`src/rtl/ulx3s_clk_sequencer.sv`:
```
// ulx3s_clk_sequencer: qualifies PLL lock, releases per-domain resets in a
// staggered order and generates per-domain clock-enable strobes.
//   clkin      fast PLL output clock (sole clock)
//   resetn     asynchronous active-low reset
//   pll_locked raw PLL lock, asynchronous to clkin
//   div_i      per-channel divide ratio, channel i at [i*DIVW +: DIVW]
//   ce_o       per-channel clock-enable strobe
//   rst_o      per-channel active-high synchronous domain reset
//   ready      all channels released and running
//   lock_lost  saturating count of lock losses after release began
module ulx3s_clk_sequencer #(
  parameter int CHANNELS    = 4,
  parameter int DIVW        = 8,
  parameter int LOCK_CYCLES = 1024,
  parameter int STAGGER     = 16
) (
  input  logic                     clkin,
  input  logic                     resetn,
  input  logic                     pll_locked,
  input  logic [CHANNELS*DIVW-1:0] div_i,
  output logic [CHANNELS-1:0]      ce_o,
  output logic [CHANNELS-1:0]      rst_o,
  output logic                     ready,
  output logic [7:0]               lock_lost
);
  localparam int LW    = $clog2(LOCK_CYCLES + 1);
  localparam int RLAST = STAGGER * (CHANNELS - 1);
  localparam int SW    = $clog2(RLAST + 2);

  typedef enum logic [1:0] {WAIT_LOCK, STABLE, RELEASE, RUN} state_t;

  state_t              r_state, w_state;
  logic                r_s1, r_lk;
  logic [LW-1:0]       r_stab, w_stab;
  logic [SW-1:0]       r_rel, w_rel;
  logic [CHANNELS-1:0] r_rst, w_rst;
  logic                r_ready, w_ready;
  logic [7:0]          r_lost, w_lost;

  always_ff @(posedge clkin or negedge resetn)
    if (!resetn) begin
      r_s1    <= 1'b0;
      r_lk    <= 1'b0;
      r_state <= WAIT_LOCK;
      r_stab  <= '0;
      r_rel   <= '0;
      r_rst   <= '1;
      r_ready <= 1'b0;
      r_lost  <= '0;
    end else begin
      r_s1    <= pll_locked;
      r_lk    <= r_s1;
      r_state <= w_state;
      r_stab  <= w_stab;
      r_rel   <= w_rel;
      r_rst   <= w_rst;
      r_ready <= w_ready;
      r_lost  <= w_lost;
    end

  // Outputs are registered from the next state, so rst_o[0] drops on the very
  // edge the FSM enters RELEASE; w_rel counts cycles since that entry.
  always_comb begin
    w_state = r_state;
    w_stab  = '0;
    w_rel   = '0;
    w_lost  = r_lost;
    w_rst   = '1;
    case (r_state)
      WAIT_LOCK: w_state = r_lk ? STABLE : WAIT_LOCK;
      STABLE: begin
        if (!r_lk) w_state = WAIT_LOCK;
        else if (r_stab == LW'(LOCK_CYCLES - 1)) w_state = (RLAST == 0) ? RUN : RELEASE;
        else w_stab = r_stab + 1'b1;
      end
      default: begin
        // lock loss takes priority over any stagger terminal count
        if (!r_lk) begin
          w_state = WAIT_LOCK;
          w_lost  = (r_lost == 8'hff) ? r_lost : r_lost + 1'b1;
        end else if (r_state == RELEASE) begin
          w_rel   = r_rel + 1'b1;
          w_state = (int'(w_rel) == RLAST) ? RUN : RELEASE;
        end
      end
    endcase
    for (int i = 0; i < CHANNELS; i++)
      w_rst[i] = (w_state == WAIT_LOCK) || (w_state == STABLE) ||
                 (w_state == RELEASE && int'(w_rel) < STAGGER * i);
    w_ready = (w_state == RUN);
  end

  assign rst_o     = r_rst;
  assign ready     = r_ready;
  assign lock_lost = r_lost;

  for (genvar g = 0; g < CHANNELS; g++) begin : g_ch
    logic [DIVW-1:0] w_d, r_cnt;
    logic            w_term, w_hold, r_ce;
    assign w_d    = div_i[g*DIVW +: DIVW];
    // ">=" rather than "==" so a live shrink of the ratio wraps immediately
    assign w_term = (w_d <= DIVW'(1)) || (r_cnt >= w_d - 1'b1);
    // gating with the next reset too keeps ce_o low on the lock-loss edge
    assign w_hold = r_rst[g] | w_rst[g];
    always_ff @(posedge clkin or negedge resetn)
      if (!resetn) begin
        r_cnt <= '0;
        r_ce  <= 1'b0;
      end else begin
        r_cnt <= (w_hold || w_term) ? '0 : r_cnt + 1'b1;
        r_ce  <= !w_hold && w_term;
      end
    assign ce_o[g] = r_ce;
  end
endmodule

```
`config.mk`:
```
export PLATFORM = sky130hd
export DESIGN_NAME = ulx3s_clk_sequencer
export DESIGN_NICKNAME = d
export VERILOG_FILES = /design/src/rtl/ulx3s_clk_sequencer.sv
export SDC_FILE = /design/constraint.sdc
export NUM_CORES = 1
export LEC_CHECK = 0
export CAP_MARGIN = 25
export CORE_ASPECT_RATIO = 0.75
export CORE_MARGIN = 1.5
export CORE_UTILIZATION = 45
export CTS_BUF_LIST = sky130_fd_sc_hd__clkbuf_4 sky130_fd_sc_hd__clkbuf_8 sky130_fd_sc_hd__clkbuf_16
export DETAILED_ROUTE_END_ITERATION = 8
export PLACE_DENSITY = 0.69
export SLEW_MARGIN = 30
export SYNTH_ARGS = -nofsm -noshare
export SYNTH_HDL_FRONTEND = slang
export SYNTH_SLANG_ARGS = --single-unit
```
`constraint.sdc`:
```
create_clock -name clkin -period 1.74 [get_ports clkin]
set_input_delay 0.435 -clock clkin [delete_from_list [all_inputs] [get_ports clkin]]
set_output_delay 0.435 -clock clkin [all_outputs]
set_load 0.02 [all_outputs]
```
After elaboration in Yosys (flattened, before gate mapping):

Cells that the tools add are included.

* output and inout bits: 17
* register bits after elaboration: 70
* word-level logic and storage cells: 97

* magnitude comparators: 11
* bitwise logic cells: 7
* eq/ne operators: 8
* multiplexer cells: 17
* $add $sub $neg: 11
* reduce and logical (&&, ||, !) cells: 27

Operator list (number)
* $add A8 B1 Y8 const B: 5
* $mux W11: 3
* $ge A8 B8 Y1: 4
* $le A8 B1 Y1 const B: 4
* $mux W8: 4
* $sub A8 B1 Y8 const B: 4
* $mux W6: 3
* $logic_or A1 B1 Y1: 12
* $lt A6 B6 Y1 const B: 2
* $add A11 B1 Y11 const B: 1
* $eq A11 B10 Y1 const B: 1
* $eq A8 B8 Y1 const B: 1
* $mux W2: 4
* $logic_and A1 B1 Y1: 7
* $add A6 B1 Y6 const B: 1
* $eq A2 B2 Y1 const B: 3
* $eq A6 B5 Y1 const B: 1
* $lt A6 B5 Y1 const B: 1
* $eq A2 B1 Y1 const B: 2
* $logic_not A1 Y1: 4
* $logic_not A2 Y1: 2
* $or A1 B1 Y1: 4
* $pmux W2 S2: 1
* $not A1 Y1: 3
* 3 further kinds: 4

Longest topological paths before layout:

* depth in word-level cells: 12
* gate-level depth with buffers: 11

Worst setup path before layout:

Ideal clock, no wire load.

* path type: input to register
* start point: input div_i[18]
* end point: register g_ch[2].r_cnt[2]
* cell stages on the path: 9
* path buffers: 0
* slack: -0.923 ns
* arrival time: 2.588 ns
* path through: or4_1 -> nor4_1 -> xnor2_1 -> ha_1 -> nand2_1 -> nor2_1 -> a2111oi_0 -> o211ai_1 -> nor2_1

* cells in the longest elaborated chain, start to end: 5
* elaborated cells on any way between the ends: 6
* those cells by class: add/sub (1); order compare (2); mux (1); reduce/logical (2)

Ends and longest elaborated chain
* start, declared: line 20 `input logic [CHANNELS*DIVW-1:0] div_i,`
* $sub A8 B1 Y8: line 102 `assign w_term = (w_d <= DIVW'(1)) || (r_cnt >= w_d - 1'b1);`
* $ge A8 B8 Y1: line 102
* $logic_or A1 B1 Y1 (*): line 102
* $logic_or A1 B1 Y1 (*): line 110 `r_cnt <= (w_hold || w_term) ? '0 : r_cnt + 1'b1;`
* $mux W8 (*): line 110
* end signal, assigned: line 110
* end, declared: line 98 `logic [DIVW-1:0] w_d, r_cnt;`

Every way passes the cells marked *; elsewhere a longest branch is shown, timed or not.
A chain may end at the register's enable or synchronous reset.

Worst setup path after layout:

* start point: input div_i[2]
* end point: register g_ch[0].r_cnt[6]

* cells in the longest elaborated chain, start to end: 5
* elaborated cells on any way between the ends: 6
* those cells by class: add/sub (1); order compare (2); mux (1); reduce/logical (2)

Ends and longest elaborated chain (line)
* $sub A8 B1 Y8: 102
* $ge A8 B8 Y1: 102
* $logic_or A1 B1 Y1 (*): 102
* $logic_or A1 B1 Y1 (*): 110
* $mux W8 (*): 110
* end signal, assigned: 110
* end, declared: 98

Marked as above.

==> summary.md <==
| Metric | Value |
|---|---|
| Most common cell after layout, fill and taps aside | buf_4 |
| CP cell instances | buf_6, or4_4, buf_4, nor2_1, xnor2_1, ha_1, nand2_1, nor2_2, a2111oi_4, buf_4, o31ai_4, nor3_2 |
| Detailed-router iteration count before antenna repair | 5 |
| Die ar. | 0.0104 mm2 |
| Port Buffers | 51 |
| Yosys warning count | 0 |
| GRT overflow | 0 |
| Area Overhead vs Synth | 53.5% |
| Syn Nets | 528 |
| Die W | 117 um |
| Clk_skew | 0.00769 ns |
| I/O pin cnt | 52 |
| CTS H-tree lvls | 3 |
| Min-delay worst type | in -> async |
| Number of CTS-inserted buffers | 9 |
| FILL cells | 715 |
| Slew @ Worst Pin | 0.578 ns |
| Largest net degree at the start of global routing | 23 |
| Power density of the placed cells | 606 mW/mm2 |
| Run status | finished, violations left |
| Req. time, crit path | 1.99 ns |
| Clock latency on the worst-skew pair | 0.33 ns |
| Post-synth EDFFs | 0 |
| Crit path buffers/inverters | 3 |
| Leakage | 3.11 nW |
| Crit path time final | 2.48 ns |
| CTS tree | done |
| Syn avg cell area | 9.92 um2 |
| RSZ-0062 raised after global routing | true |
| Fraction of layout cells with a size suffix above 1 | 39.9% |
| Fmax | 403 MHz |
| Cells after synthesis | 445 |
| Placement Setup Slack | -1.36 ns |
| Ys async rst share | 100% |
| Row cnt | 31 |
| First-pass GRT wire length | 18.6 mm |
| Top cell by count, worst path | buf_4 |
| CP Capture Type | flop |
| CTS Sinks | 70 |
| Maxcap violations | 0 |
| Synth Register Bits | 70 |
| Most frequent cells in the layout | 113 x buf_4, 66 x dfrtp_1, 43 x ha_1 |
| Slowest-stage cell, CP | or4_4 |
| Final setup violation count | 36 |
| DR vias | 3953 |
| Maximum VDD drop | 566 uV |
| Worst setup margin | -0.739 ns |
| Top delay family on crit path | simple AND/OR/NAND/NOR gates |
| WL final | 11.3 mm |
| Hold_ws | 0.0544 ns |
| DPL Wire Length | 7.77 mm |
| Crit path launch type | input pin |
| Initial antenna violation count | 0 |
| Vias per inst | 5.21 |
| Placeable Area | 0.00958 mm2 |
| Clock Tree Root | clkbuf_16 |
| Pwr Total | 0.00411 W |
| Antenna Nets Post-Route | 0 |
| Final worst path period share | 142% |
| Headroom to the max-slew limit | 61.1% |
| Final count of pins violating max slew | 0 |
| Mapped cell area | 0.00442 mm2 |
| Inserted Diodes | 0 |
| GP Congestion | 0.835 |
| Initial Util | 46.1% |
| Final Hold Vio Count | 0 |
| Clock transition at path regs | 0.05 ns |
| Overall Global Routing Usage | 22.2% |
| Worst Setup Path Type | in -> reg |
| Most used DFF post-synth | dfrtp_1 |
| Vias in the first global route | 4029 |
| Critical path arrival | 2.73 ns |
| Initial drt markers | 95 |
| CP max stage delay | 0.55 ns |
| Register area share after synthesis | 39.8% |
| Library cells used by synthesis | 53 |
| Die H | 88.8 um |
| Post-DR wirelength/cell | 14.8 um |
| Setup TNS Final | -21.41 ns |
| Drc violations | 0 |
| Crit path max fanout | 4 |
| Failing checks | negative setup slack |
| Final #Nets | 705 |
| Maximum clock path buffer count | 2 |
-- repair_timing --
item	4_1_cts	5_1_grt
hold buffers	0	0
resized for setup	139	35
setup buffers	13	2
gates cloned	2	0
pin swaps	53	28
endpoints found under the setup margin	49	40
-- final timing paths --
path / startpoint / end / slack, ns / cells past startpoint
worst min-delay path: resetn / g_ch[1].r_cnt[6] / 0.05 / 1
worst min register to register: r_s1 / r_lk / 0.35 / 0
worst max register to register: r_rel[1] / g_ch[1].r_cnt[7] / -0.28 / 5
worst max-delay path: div_i[2] / g_ch[0].r_cnt[6] / -0.74 / 12
max in group asynchronous: resetn / rst_o[3] / 1.12 / 2
min in group clkin: r_s1 / r_lk / 0.35 / 0
-- synthesized netlist by cell type, drive strengths merged, types with 2 or more instances --
| master | n | area, um2 |
|---|---|---|
| xnor2 | 34 | 298 |
| nor2 | 39 | 146 |
| buf | 6 | 52.6 |
| nor3 | 29 | 185 |
| xor2 | 28 | 245 |
| nand2 | 14 | 55.1 |
| inv | 28 | 105 |
| a2111oi | 2 | 17.5 |
| a211oi | 5 | 37.5 |
| clkbuf | 2 | 11.3 |
| o21ai | 11 | 55.1 |
| nor2b | 2 | 12.5 |
| nand3 | 29 | 145 |
| a21oi | 12 | 63.8 |
| ha | 48 | 601 |
| o31ai | 2 | 20.0 |
| and3 | 14 | 87.6 |
| nor4 | 9 | 56.3 |
| nor4b | 6 | 52.6 |
| dfrtp | 66 | 1650 |
| or2 | 2 | 12.5 |
| a21o | 6 | 45.0 |
| or4 | 3 | 22.5 |
| or3 | 12 | 80.1 |
| nand2b | 5 | 31.3 |
| dfstp | 4 | 105 |
| nand4 | 8 | 50.1 |
| and2 | 2 | 12.5 |
-- report_power, final --
group,switching [W],total (W),internal (W)
clock,0.000669,0.00196,0.00129
combinational,0.000249,0.000511,0.000262
sequential,0.00000410,0.00164,0.00163
total,0.000922,0.00411,0.00318
-- layer usage --
metal | vias to the layer above | routed length, um | GRT usage (%)
li1 | 1952 | - | -
met3 | 13 | 333 | 4.57
met2 | 69 | 5470 | 38.9
met5 | - | 0 | 0
met4 | 0 | 145 | 5.84
met1 | 1919 | 5310 | 28.5
-- cells by family after synthesis --
group	share of synthesized area, %
fa+ha+maj	13.6
simple gates	22.3
compound gates	7.96
flops	39.8
xor+xnor	12.3
buf+inv	3.83
mux	0.255
-- per-stage QoR --
stage / cell area [um2] / utilization [%] / instances
CTS: 6600 / 68.9 / 757
global route: 6780 / 70.8 / 759
detailed placement: 6010 / 62.7 / 727
floorplan: 4590 / - / 445
global placement: 6010 / 62.7 / 727
finish: 6780 / 70.8 / 759
-- final cells by class --
| cell class | instances | area (um2) | area share, % |
|---|---|---|---|
| inverter | 28 | 108 | 1.59 |
| timing repair buffer | 172 | 1410 | 20.7 |
| clock buffer | 10 | 239 | 3.53 |
| sequential | 70 | 1760 | 25.9 |
| tap | 132 | 165 | 2.44 |
| clock inverter | 6 | 85.1 | 1.26 |
| multi-input combinational | 341 | 3020 | 44.6 |
-- state kept, by name (all words and copies together) (netlist names) --
register and flops:
r_s1 1, r_rel 6, g_ch.r_ce 4, g_ch.r_cnt 32
lock_lost 8, r_lk 1, r_stab 11, ready 1
r_state 2, rst_o 4
(Power assumes the default switching activity.)
